## src/rtl/frame_mask_engine.sv

```systemverilog
// rtl/frame_mask_engine.sv - buffers one raster frame, then emits it with border masking and a per-frame pixel operator
module frame_mask_engine #(
    parameter int W           = 8,
    parameter int H           = 8,
    parameter int PIXEL_WIDTH = 8,
    parameter int BORDER      = 1,
    parameter int THRESH      = 128,
    parameter int ADDR_WIDTH  = $clog2(W * H)
) (
    input  logic                   clk,
    input  logic                   rst_n,
    input  logic [1:0]             mode,
    input  logic                   in_valid,
    output logic                   in_ready,
    input  logic [PIXEL_WIDTH-1:0] in_data,
    output logic                   out_valid,
    input  logic                   out_ready,
    output logic [PIXEL_WIDTH-1:0] out_data,
    output logic [ADDR_WIDTH-1:0]  out_addr,
    output logic                   out_last,
    output logic [15:0]            frames_done
);

    localparam int N  = W * H;
    localparam int RW = $clog2(H + 1);
    localparam int CW = $clog2(W + 1);
    localparam logic [ADDR_WIDTH-1:0] LAST_IDX = ADDR_WIDTH'(N - 1);
    localparam logic [0:0] LOAD = 1'b0;
    localparam logic [0:0] EMIT = 1'b1;

    logic [0:0]             state;
    logic [PIXEL_WIDTH-1:0] mem [N];
    logic [ADDR_WIDTH-1:0]  wr_idx;
    logic [ADDR_WIDTH-1:0]  rd_idx;
    logic [RW-1:0]          rd_row;
    logic [CW-1:0]          rd_col;
    logic [1:0]             mode_q;
    logic                   accept;
    logic                   load_next;
    logic [PIXEL_WIDTH-1:0] center;
    logic [PIXEL_WIDTH-1:0] pix;
    logic                   all_nz;
    logic                   border;
    int                     r;
    int                     c;
    int                     nidx;

    assign in_ready  = rst_n && (state == LOAD);
    assign accept    = in_valid && in_ready;
    // The output register refills during the entry bubble and on every non-final handshake.
    assign load_next = (state == EMIT) && (!out_valid || (out_ready && !out_last));

    always_ff @(posedge clk) begin
        if (accept) begin
            mem[wr_idx] <= in_data;
        end
    end

    always_comb begin
        center = mem[rd_idx];
        all_nz = 1'b1;
        r      = 0;
        c      = 0;
        nidx   = 0;
        for (int dr = -1; dr <= 1; dr++) begin
            for (int dc = -1; dc <= 1; dc++) begin
                r = int'(rd_row) + dr;
                c = int'(rd_col) + dc;
                if (r < 0 || r >= H || c < 0 || c >= W) begin
                    all_nz = 1'b0;
                end else begin
                    nidx = int'(rd_idx) + dr * W + dc;
                    if (mem[nidx[ADDR_WIDTH-1:0]] == '0) begin
                        all_nz = 1'b0;
                    end
                end
            end
        end
        border = (int'(rd_row) < BORDER) || (int'(rd_row) >= H - BORDER) ||
                 (int'(rd_col) < BORDER) || (int'(rd_col) >= W - BORDER);
        case (mode_q)
            2'd1:    pix = (int'(center) >= THRESH) ? '1 : '0;
            2'd2:    pix = all_nz ? center : '0;
            default: pix = center;
        endcase
        if (border) begin
            pix = '0;
        end
    end

    always_ff @(posedge clk) begin
        if (!rst_n) begin
            state       <= LOAD;
            wr_idx      <= '0;
            rd_idx      <= '0;
            rd_row      <= '0;
            rd_col      <= '0;
            mode_q      <= 2'd0;
            out_valid   <= 1'b0;
            out_data    <= '0;
            out_addr    <= '0;
            out_last    <= 1'b0;
            frames_done <= 16'd0;
        end else begin
            if (accept) begin
                if (wr_idx == '0) begin
                    mode_q <= mode;
                end
                if (wr_idx == LAST_IDX) begin
                    wr_idx <= '0;
                    rd_idx <= '0;
                    rd_row <= '0;
                    rd_col <= '0;
                    state  <= EMIT;
                end else begin
                    wr_idx <= wr_idx + 1'b1;
                end
            end
            if (load_next) begin
                out_valid <= 1'b1;
                out_data  <= pix;
                out_addr  <= rd_idx;
                out_last  <= (rd_idx == LAST_IDX);
                if (rd_idx == LAST_IDX) begin
                    rd_idx <= '0;
                    rd_row <= '0;
                    rd_col <= '0;
                end else begin
                    rd_idx <= rd_idx + 1'b1;
                    if (rd_col == CW'(W - 1)) begin
                        rd_col <= '0;
                        rd_row <= rd_row + 1'b1;
                    end else begin
                        rd_col <= rd_col + 1'b1;
                    end
                end
            end else if (state == EMIT && out_valid && out_ready && out_last) begin
                out_valid   <= 1'b0;
                state       <= LOAD;
                frames_done <= frames_done + 16'd1;
            end
        end
    end

endmodule

```

## config.mk

```make
export PLATFORM = sky130hd
export DESIGN_NAME = frame_mask_engine
export DESIGN_NICKNAME = d
export VERILOG_FILES = /design/src/rtl/frame_mask_engine.sv
export SDC_FILE = /design/constraint.sdc
export NUM_CORES = 1
export LEC_CHECK = 0
export ABC_CLOCK_PERIOD_IN_PS = 4150
export CAP_MARGIN = 5
export CELL_PAD_IN_SITES_DETAIL_PLACEMENT = 1
export CELL_PAD_IN_SITES_GLOBAL_PLACEMENT = 2
export CORE_MARGIN = 5
export CORE_UTILIZATION = 45
export DETAILED_ROUTE_END_ITERATION = 6
export PLACE_DENSITY = 0.8
export SYNTH_ARGS = -nofsm -noshare
export SYNTH_HDL_FRONTEND = slang
export SYNTH_SLANG_ARGS = --single-unit
```

## constraint.sdc

```tcl
create_clock -name clk -period 4.15 [get_ports clk]
set_clock_uncertainty 0.15 [all_clocks]
set_input_delay 1.0375 -clock clk [delete_from_list [all_inputs] [get_ports clk]]
set_output_delay 1.0375 -clock clk [all_outputs]
set_load 0.05 [all_outputs]
```

Word level (Yosys, flattened, before mapping):

Memory sizes are Yosys's and may differ from the RTL's. A register that Yosys moved wholly into a read port is not among the register bits.
Cells that the tools add are included.

* reductions and logical operators: 50
* mux-type cells: 47
* eq/ne operators: 5
* bitwise operators: 2
* order comparisons: 17
* add/sub/neg operators: 17

Operators by type and width (number)
* $logic_not A8 Y1: 9
* $add A6 B1 Y6 const B: 7
* $mux W6: 7
* $mux W4: 10
* $mux W1: 26
* $logic_or A1 B1 Y1: 25
* $mux W8: 3
* $add A16 B1 Y16 const B: 1
* $lt A4 B1 Y1 const B: 4
* $pmux W8 S2: 1
* $add A5 B1 Y6 const B: 2
* $add A6 B4 Y6 const B: 2
* $eq A6 B6 Y1 const B: 2
* $ge A6 B5 Y1 const B: 2
* $lt A6 B1 Y1 const B: 2
* $add A4 B1 Y5 const B: 2
* $ge A5 B4 Y1 const B: 2
* $lt A5 B1 Y1 const B: 2
* $add A4 B1 Y4 const B: 2
* $ge A4 B3 Y1 const B: 2
* $ge A4 B4 Y1 const B: 2
* $ge A8 B8 Y1 const B: 1
* $logic_and A1 B1 Y1: 7
* $add A6 B2 Y6 const B: 1
* 8 further kinds: 14

* output and inout bits: 33
* bits in writable memories: 512
* memories kept: 1
* bits in registers: 55
* input port bits: 14

Memories
* mem: depth 64, bits a word 8, read ports 9, clocked after memory_dff 1, wr ports 1, RTL line 32 `logic [PIXEL_WIDTH-1:0] mem [N];`

Depth between registers and ports, before layout:

Gate-level depths: netlist (run 1).

* depth after elaboration: 25
* mapped depth: 18
* mapped depth without buffers: 12

Worst setup path before layout (run 1):

OpenSTA, ideal clock, no wires.

* path kind: in2reg
* start: input rst_n
* end: memory mem[31][0] (enable)
* data arrival time: 3.334 ns
* stages: 8
* required time: 3.676 ns
* setup slack: 0.342 ns
* path through: clkbuf_1 > inv_1 > nor2_1 > and3_1 > clkbuf_1 > nand3_1 > or2_2 > inv_1

* longest elaborated chain between the ends: 4

RTL lines
* from (decl): RTL line 11 `input logic rst_n,`
* $logic_and A1 B1 Y1: RTL line 48 `assign in_ready = rst_n && (state == LOAD);`
* via in_ready: RTL line 14 `output logic in_ready,`
* $logic_and A1 B1 Y1: RTL line 49 `assign accept = in_valid && in_ready;`
* $mux W1: RTL line 54 `if (accept) begin`
* $mux W1 (implied by the code): RTL line 55 `mem[wr_idx] <= in_data;`
* to (decl): RTL line 32

The timed path passes the listed nets, and every way through them passes these cells.

Worst setup path in the final report (run 1):

* start: register rd_idx[0]
* end: register out_data[5]

* longest elaborated chain between the ends: 25
* elaborated cells between the ends (all ways): 38

RTL lines
* from (decl): RTL line 34 `logic [ADDR_WIDTH-1:0] rd_idx;`
* from (signal assigned): RTL line 129 `rd_idx <= rd_idx + 1'b1;`
* $add A6 B4 Y6: RTL line 72 `nidx = int'(rd_idx) + dr * W + dc;`
* $add A6 B1 Y6: RTL line 72
* $mem_v2 Z64 W8 (*)
* $logic_not A8 Y1: RTL line 73 `if (mem[nidx[ADDR_WIDTH-1:0]] == '0) begin`
* $mux W1: RTL line 73
* $mux W1: RTL line 69 `if (r < 0 || r >= H || c < 0 || c >= W) begin`
* $mux W1: RTL line 73
* $mux W1: RTL line 69
* [... 9 more ...]
* $mux W1: RTL line 69
* $mux W1: RTL line 73
* $mux W1: RTL line 69
* $mux W1 (*): RTL line 73
* $mux W1 (*): RTL line 69
* $mux W8 (*): RTL line 83 `2'd2: pix = all_nz ? center : '0;`
* $pmux W8 S2 (*): RTL line 81 `case (mode_q)`
* $mux W8 (*): RTL line 86 `if (border) begin`
* to (signal assigned): RTL line 121 `out_data <= pix;`
* to (decl): RTL line 18 `output logic [PIXEL_WIDTH-1:0] out_data,`

Mark *: on every way between the ends. The rest lies on a longest branch, timed or not.
A chain may end at the register's enable or synchronous reset.

==> results of run 1 <==
[through the flow]
step	area [um2]	power (uW)
floorplan	29280	6458
global placement	31470	6631
detailed placement	31470	6638
CTS	33520	12240
global route	33560	12530
finish	33570	12200
[worst reg2reg max path, delay by kind of cell (launching register included)]
family / cells / cell delay [ns]
AO/OA/AOI/OAI: 6 / 1.19
buffers and inverters: 4 / 0.70
flip-flops: 1 / 0.48
adder cells (fa/ha/maj): 1 / 0.35
AND/OR/NAND/NOR: 4 / 1.07
[layout by cell type, fill, tap and decap left out, types with 16 or more instances in the layout]
cell,Yosys,routed
o22ai_1,20,20
o21ai_0,59,58
nand2_1,112,112
and2_1,17,17
nand4_1,25,25
mux2i_1,62,62
mux4_2,154,154
dfxtp_1,61,53
nor3_1,141,141
nor4b_1,25,25
nor4_1,120,118
clkbuf_16,0,61
buf_12,0,19
nor2b_1,19,19
nor2_1,231,231
or3_1,24,24
a21oi_1,103,103
a22oi_1,39,39
buf_4,15,136
a211oi_1,28,28
nand3_1,71,71
ha_1,18,16
edfxtp_1,512,512
clkdlybuf4s50_1,0,37
xnor2_1,19,19
inv_1,28,28
and3_1,19,19
a31oi_1,18,18
[path summary, 6_finish.rpt]
check / endpoint / slack [ns] / depth (start not counted)
worst max-delay path: out_data[5] / 0.07 / 15
worst min-delay path: out_addr[3] / 0.31 / 2
worst max register to register: out_data[5] / 0.07 / 15
worst min register to register: out_addr[3] / 0.31 / 2
[report_power, final]
part / total (uW) / internal, uW / leakage (uW) / switching, uW
Sequential: 6290 / 6280 / 0.00510 / 9.24
Clock: 5680 / 3260 / 0.000978 / 2420
Combinational: 226 / 44.4 / 0.00416 / 182
Total: 12200 / 9590 / 0.0102 / 2610
[routing by layer]
metal | track usage (%) | share of wire (%) | vias to the layer above | routed length, um
met5 | 0 | 0.019 | - | 23
met4 | 11.10 | 3.9 | 4 | 4829
met3 | 7.372 | 11 | 273 | 13810
met2 | 52.88 | 45 | 1601 | 55250
met1 | 49.00 | 40 | 12110 | 49490
li1 | - | - | 9452 | -
[logic make-up (layout without fill, tap and decap cells)]
kind of cell	Yosys count	in the layout	synth area share, %
AND/OR/NAND/NOR	862	862	15.12
flip-flops	573	573	56.69
AO/OA/AOI/OAI	399	399	9.249
multiplexers	218	218	14.04
buffers and inverters	168	346	2.859
XOR/XNOR	37	37	1.274
adder cells (fa/ha/maj)	18	18	0.7693
other	0	2	0
[area by class of cell]
class	instances	share of cell area (%)
inverter	32	0.3578
sequential	573	49.50
tap	855	3.187
timing repair buffer	201	5.412
clock buffer	71	4.659
clock inverter	42	1.435
multi-input combinational	1534	35.44
antenna	2	0.01491
[state kept, by name, indices dropped and copies added (netlist names), 2 cells and up, named ones only]
signal / count
mem: 512
frames_done: 16
out_data: 8
out_addr: 6
rd_idx: 6
wr_idx: 6
rd_col: 4
rd_row: 4
mode_q: 2
[what timing repair did]
action,CTS,global route
pin swaps,0,2
setup endpoints to repair,7,8
resized for setup,2,2
setup buffers,0,4
==> results_dict.tcl, run 1 <==
set metrics [dict create \
    ys_warn_count 0 \
    hold_viol_final 0 \
    grt_pass1_wl_um 175400 \
    drt_iter0_markers 3472 \
    clk_pin_slew_ns 0.07 \
    cts_buffer_depth 3 \
    cts_hold_buf 0 \
    die_h_um 265.1 \
    final.period_utilization_pct 98.42 \
    ant_nets 0 \
    antenna_found_initial 6 \
    status "completed" \
    grt-ovfl-total 0 \
    avgRoutedWirePerCell_um 37.28 \
    placedCellCount 3191 \
    drc 0 \
    cts_tree "yes" \
    pre_cts_ws_ns -0.06259 \
    clock.fmax_mhz 244.8 \
    ys.flop_type "edfxtp_1" \
    crit_buf_inv 4 \
    worstPathCellList "inv_2, ha_2, buf_4, nor4_2, a2111oi_0, buf_4, a221oi_1, nand4_1, o21ai_0, nor3_1, nor4_2, buf_4, a31oi_2, a31oi_4, o22ai_1" \
    relSlewSlack_pct 34.33 \
    num_rows 93 \
    synth.top_cell.area_share_pct 52.52 \
    cpLargestDelayFamily "compound AO/OA/AOI/OAI gates" \
    whs_ns 0.3105 \
    synth_cell_type_count 81 \
    cts_max_level 2 \
    grt_usage_pct 34.25 \
    cts.sinks 573 \
    yosysMostFrequentCell "edfxtp_1" \
    synth_edf_count 512 \
    synth.net_count 2307 \
    via_count 23440 \
    finalCriticalPeriod_ns 4.084 \
    p_per_area_nw_per_um2 363.3 \
    viasPerCell 7.083 \
    cp_slowest_cell "dfxtp_4" \
    required_ns 4.50 \
    leakagePower_uw 0.01023 \
    io_pins 47 \
    initial_core_util_pct 45.41 \
    slowest_delay_ns 0.48 \
    hold_class "reg -> reg" \
    cp_max_fo 16 \
    rsz0062_at_grt "no" \
    crit_arrival_ns 4.44 \
    gp_congestion 1.015 \
    crit_type "reg -> reg" \
    final_cells 3310 \
    netlist_top_cells_count "edfxtp_1, nor2_1, mux4_2" \
    routed_wl_um 123400 \
    async_reset_ff_share_pct 0 \
    cts_root_buf "clkbuf_16" \
    numCtsBuffers 61 \
    ys_seq_area_share_pct 56.69 \
    core_region_area_um2 64460 \
    setup_tns_ns 0 \
    fp.dieArea_um2 70260 \
    first_pass_iters 7 \
    nets 2435 \
    multiInputGateArea_um2 11900 \
    crit_start "rd_idx[0]" \
    yosysTopAreaCell "edfxtp_1" \
    synthCells 2275 \
    syn2layout_area_growth_pct 14.66 \
    postLayoutSetupSlackWorst_ns 0.06559 \
    register_area_um2 16620 \
    maxCapViolCount 0 \
    start_kind "register" \
    worst_ir_drop_vdd_mv 0.4180 \
    syn_avg_cell_area_um2 12.87 \
    path_common_cell "buf_4" \
    setup_viol 0 \
    end_kind "register" \
    grt_pass1_vias 23180 \
    synth_area_um2 29280 \
    hold_start "out_addr[3]" \
    n_fill_cell 6488 \
    grt_max_degree 96 \
    tightestPinTransition_ns 0.9851 \
    netlist_top_cells_area "edfxtp_1, mux4_2, dfxtp_1" \
    fin_util_pct 52.07 \
    die_w_um 265.1 \
    dp_hpwl_um 89660 \
    finalMaxSlewViolations 0 \
    clk_latency_ns 0.65 \
    drive_gt1_share_pct 18.47 \
    portBuffers 46 \
    r2r-start "rd_idx[0]" \
    ys_ff_latch 573 \
]
Note: power is estimated with default switching activity, not from simulation.
==> run 2: changes to the inputs <==
CAP_MARGIN = 20   (was 5)
CORE_UTILIZATION = 35   (was 45)
PLACE_DENSITY = 0.65   (was 0.8)
SKIP_CTS_REPAIR_TIMING = 1   (was unset)
==> run 2 against run 1 <==
Count of clock-buffer cells in the layout up 9; power up 5.6%; non-clock buffer count down 20; die area up 27%; utilization down 11 points; design area up 1.3%; register-to-register slack worse by 0.04 ns; clock power up 12%; cell count up 6.4%; critical path depth down 6; first-iteration DRC count down 17%; critical endpoint is now out_data[3].
==> results_dict.tcl, run 2 (synthesis gave the netlist of run 1 again) <==
set metrics [dict create \
    cts_root_buf "clkbuf_16" \
    syn2layout_area_growth_pct 16.21 \
    antenna_found_initial 2 \
    cts_buffer_depth 3 \
    tightestPinTransition_ns 1.189 \
    numCtsBuffers 66 \
    clock.fmax_mhz 242.7 \
    drive_gt1_share_pct 18.48 \
    setup_viol 0 \
    cts_tree "yes" \
    finalPower_uw 12880 \
    placedCellCount 3400 \
    cp_max_fo 6 \
    setup_tns_ns 0 \
    num_rows 106 \
    die_w_um 299.2 \
    die_h_um 299.2 \
    regMostFlops "mem" \
    top_regs "mem x512, frames_done x16, out_data x8" \
    relSlewSlack_pct 18.71 \
    initial_core_util_pct 35.15 \
    ant_nets 0 \
    viasPerCell 6.519 \
    finalCriticalPeriod_ns 4.120 \
    required_ns 4.45 \
    maxCapViolCount 0 \
    cts_max_level 3 \
    crit_arrival_ns 4.42 \
    layout_commonest_cell "edfxtp_1" \
    drt_iter0_markers 2878 \
    worst_ir_drop_vdd_mv 0.2484 \
    nets 2420 \
    fp.dieArea_um2 89530 \
    finalMaxSlewViolations 0 \
    final.period_utilization_pct 99.27 \
    final_cells 3522 \
    grt_pass1_wl_um 182100 \
    avgRoutedWirePerCell_um 36.91 \
    first_pass_iters 6 \
    rsz0062_at_grt "no" \
    via_count 22960 \
    cts.sinks 573 \
    n_fill_cell 8554 \
    hold_class "reg -> reg" \
    dp_hpwl_um 94860 \
    drc 0 \
    final_cell_mix "edfxtp_1, nor2_1, mux4_2, nor3_1, nor4_1" \
    leakagePower_uw 0.01032 \
    grt-ovfl-total 0 \
    clk_latency_ns 0.63 \
    hold_viol_final 0 \
    grt_usage_pct 28.23 \
    clk_pin_slew_ns 0.06 \
    start_kind "register" \
    end_kind "register" \
    grt_pass1_vias 22840 \
    largest_register_ffs 512 \
    core_region_area_um2 83290 \
    crit_type "reg -> reg" \
    gp_congestion 0.9670 \
    p_per_area_nw_per_um2 378.7 \
    portBuffers 46 \
    io_pins 47 \
    status "completed" \
    grt_max_degree 83 \
    routed_wl_um 130000 \
]
run 2: cell count changes in the layout (fill, tap and decap cells not counted), moves of 3 or more:
cell | before | now
clkbuf_16 | 61 | 72
clkbuf_1 | 10 | 7
clkinv_1 | 14 | 5
buf_4 | 136 | 117
clkinv_2 | 5 | 10
run 2: critical path, cell delays in order, from the launching register on:
cell,delay [ns]
edfxtp_1,0.44
nor4_1,0.92
mux4_2,0.40
o221ai_1,0.16
a2111oi_0,1.06
a2111oi_2,0.15
nand4_1,0.22
nor4_4,0.10
a31oi_4,0.25
o22ai_1,0.09
run 2: where the power goes:
| group | switching [uW] | total (uW) | leakage, uW | internal (uW) |
|---|---|---|---|---|
| registers | 9.12 | 6290 | 0.00510 | 6280 |
| clock network | 2540 | 6360 | 0.00115 | 3820 |
| logic | 186 | 231 | 0.00406 | 44.3 |
| total | 2730 | 12900 | 0.0103 | 10200 |
run 2: per-layer routing:
metal	wire length [um]	up-vias	global-route usage, %
met1	54320	12000	39.11
met3	10410	244	4.389
met2	59810	1283	45.14
li1	-	9429	-
met4	5443	2	10.67
met5	15	-	0
run 2: worst paths after layout:
path / startpoint / to / slack, ns / cells past startpoint
setup / recovery: mem[44][1] / out_data[3] / 0.03 / 9
hold / removal: out_addr[1] / out_addr[1] / 0.32 / 2
setup reg to reg: mem[44][1] / out_data[3] / 0.03 / 9
hold reg to reg: out_addr[1] / out_addr[1] / 0.32 / 2
run 2: area by class of cell:
cell class                 count  area (um2)  share of cell area [%]
timing repair buffer         181        1675                   4.925
inverter                      32       120.1                  0.3531
clock buffer                  80        1842                   5.414
tap                         1080        1351                   3.972
clock inverter                40       526.8                   1.548
antenna                        2       5.005                 0.01471
sequential                   573       16620                   48.84
multi-input combinational   1534       11880                   34.93
run 2: stage by stage:
step / worst slack, ns / area, um2 / hold slack [ns] / util, %
2_1_floorplan: 0.3423 / 29280 / 0.3145 / -
3_3_place_gp: 0.1859 / 31640 / 0.2995 / 37.99
3_5_place_dp: 0.07845 / 31640 / 0.3226 / 37.99
4_1_cts: 0.06933 / 34010 / 0.3312 / 40.83
5_1_grt: 0.0001190 / 34020 / 0.3506 / 40.84
6_report: 0.03033 / 34020 / 0.3234 / 40.85
==> run 3: changes to the inputs <==
PLACE_DENSITY = 0.69   (was 0.65)
==> run 3 against run 2 <==
Register-to-register slack better by 0.04 ns; worst hold slack worse by 0.011 ns; design area fell by 0.69%; first-iteration DRC count up 2.8%; largest cell class unchanged.
==> results_dict.tcl, run 3 (synthesis gave the netlist of run 1 again) <==
set metrics [dict create \
    register_area_um2 16620 \
    reg2reg_to "out_data[4]" \
    worst_r2r_path_depth 13 \
    layout_commonest_cell "edfxtp_1" \
    gp_congestion 0.9807 \
    grt_pass1_vias 22640 \
    crit_buf_inv 2 \
    final.period_utilization_pct 98.27 \
    worstHoldPathCells 2 \
    finalMaxSlewViolations 0 \
    n_fill_cell 8668 \
    antenna_cells 0 \
    crit_type "reg -> reg" \
    finalCriticalPeriod_ns 4.078 \
    hold_start "out_addr[4]" \
    core_region_area_um2 83290 \
    cts_tree "yes" \
    multiInputGateArea_um2 11890 \
    required_ns 4.52 \
    cts_buffer_depth 3 \
    syn2layout_area_growth_pct 15.40 \
    first_pass_iters 5 \
    antenna_found_initial 6 \
    whs_ns 0.3126 \
    top_regs "mem x512, frames_done x16, out_data x8" \
    via_count 22820 \
    drc 0 \
    path_common_cell "nor2_1" \
    avgRoutedWirePerCell_um 35.57 \
    finalPower_uw 12350 \
    cts_root_buf "clkbuf_16" \
    cp_max_fo 26 \
    cpLargestDelayFamily "compound AO/OA/AOI/OAI gates" \
    die_w_um 299.2 \
    leakagePower_uw 0.01020 \
    clk_latency_ns 0.62 \
    slowest_delay_ns 0.52 \
    grt-ovfl-total 0 \
    dp_hpwl_um 90760 \
    r2r_slack_ns 0.07 \
    grt_usage_pct 27.35 \
    relSlewSlack_pct 25.51 \
    viasPerCell 6.472 \
    worstPathCellList "buf_4, ha_2, xor2_4, buf_12, mux4_2, nor2_1, a41o_1, nor2_1, a2111oi_0, nor4_1, a31oi_2, a31oi_4, o22ai_1" \
    numCtsBuffers 67 \
    grt_max_degree 133 \
    cp_slowest_cell "mux4_2" \
    r2r-start "rd_idx[1]" \
    postLayoutSetupSlackWorst_ns 0.07195 \
    worst_ir_drop_vdd_mv 0.2133 \
    nets 2428 \
    p_per_area_nw_per_um2 365.4 \
    rsz0062_at_grt "no" \
    drive_gt1_share_pct 18.27 \
    num_rows 106 \
    die_h_um 299.2 \
    hold_path_end "out_addr[4]" \
    regMostFlops "mem" \
    status "completed" \
    maxCapViolCount 0 \
    end_kind "register" \
    final_cell_mix "edfxtp_1, nor2_1, mux4_2, nor3_1, buf_4" \
    tightestPinTransition_ns 1.117 \
    cts_max_level 3 \
    ant_nets 0 \
    start_kind "register" \
    crit_arrival_ns 4.45 \
    hold_class "reg -> reg" \
    hold_viol_final 0 \
    grt_pass1_wl_um 177400 \
    io_pins 47 \
    fin_util_pct 40.56 \
    largest_register_ffs 512 \
    setup_viol 0 \
    routed_wl_um 125400 \
    clk_pin_slew_ns 0.05 \
    initial_core_util_pct 35.15 \
    portBuffers 46 \
    fp.dieArea_um2 89530 \
    clock.fmax_mhz 245.2 \
    drt_iter0_markers 2959 \
    cts.sinks 573 \
    pre_cts_ws_ns 0.04020 \
]
run 3: cell count changes in the layout (fill, tap and decap cells not counted), moves of 2 or more:
cell        delta
clkinvlp_4     +2
buf_12         -5
buf_4         +11
bufinv_16      -6
diode_2        -2
clkbuf_1       +5
clkinv_2       -3
clkinv_1       +5
clkinv_8       -3
run 3: worst max path at each step:
stage                   start     endpoint  slack [ns]  cells past startpoint
detailed placement  rd_idx[0]  out_data[4]        0.04                     13
CTS                 rd_idx[0]  out_data[4]       -0.01                     13
floorplan               rst_n   mem[31][0]        0.34                      8
finish              rd_idx[1]  out_data[4]        0.07                     13
global route        rd_idx[0]  out_data[4]        0.05                     11
global placement    rd_idx[0]  out_data[3]        0.15                     13
run 3: through the flow:
| step | std cells | instance area, um2 | TNS (ns) |
|---|---|---|---|
| after floorplan | 2275 | 29280 | 0 |
| after global placement | 3403 | 31590 | 0 |
| after detailed placement | 3404 | 31590 | 0 |
| after CTS | 3523 | 33740 | -0.01420 |
| after global routing | 3526 | 33780 | 0 |
| final | 3526 | 33780 | 0 |
run 3: worst register-to-register path: stages (launching register included):
cell,delay [ns]
dfxtp_2,0.34
buf_4,0.30
ha_2,0.39
xor2_4,0.19
buf_12,0.25
mux4_2,0.53
nor2_1,0.20
a41o_1,0.19
nor2_1,0.09
a2111oi_0,0.48
nor4_1,0.15
a31oi_2,0.35
a31oi_4,0.17
o22ai_1,0.20
run 3: area by class of cell:
| class | instances | area share (%) |
|---|---|---|
| Clock buffer | 84 | 5.433 |
| Clock inverter | 35 | 0.9370 |
| Inverter | 32 | 0.3555 |
| Multi-Input combinational cell | 1534 | 35.19 |
| Sequential cell | 573 | 49.18 |
| Tap cell | 1080 | 4.000 |
| Timing Repair Buffer | 188 | 4.900 |
run 3: routing by layer:
metal | vias to the layer above | track usage [%] | wire length, um
li1 | 9434 | - | -
met1 | 11920 | 39.04 | 53240
met2 | 1257 | 42.65 | 56570
met3 | 203 | 4.273 | 10720
met4 | 2 | 9.746 | 4892
met5 | - | 0 | 13
run 3: where the power goes:
group / leakage (uW) / internal, uW / switching [uW]
sequential: 0.00510 / 6280 / 9.70
combinational: 0.00406 / 42.4 / 183
clock: 0.00104 / 3400 / 2430
total: 0.0102 / 9730 / 2620
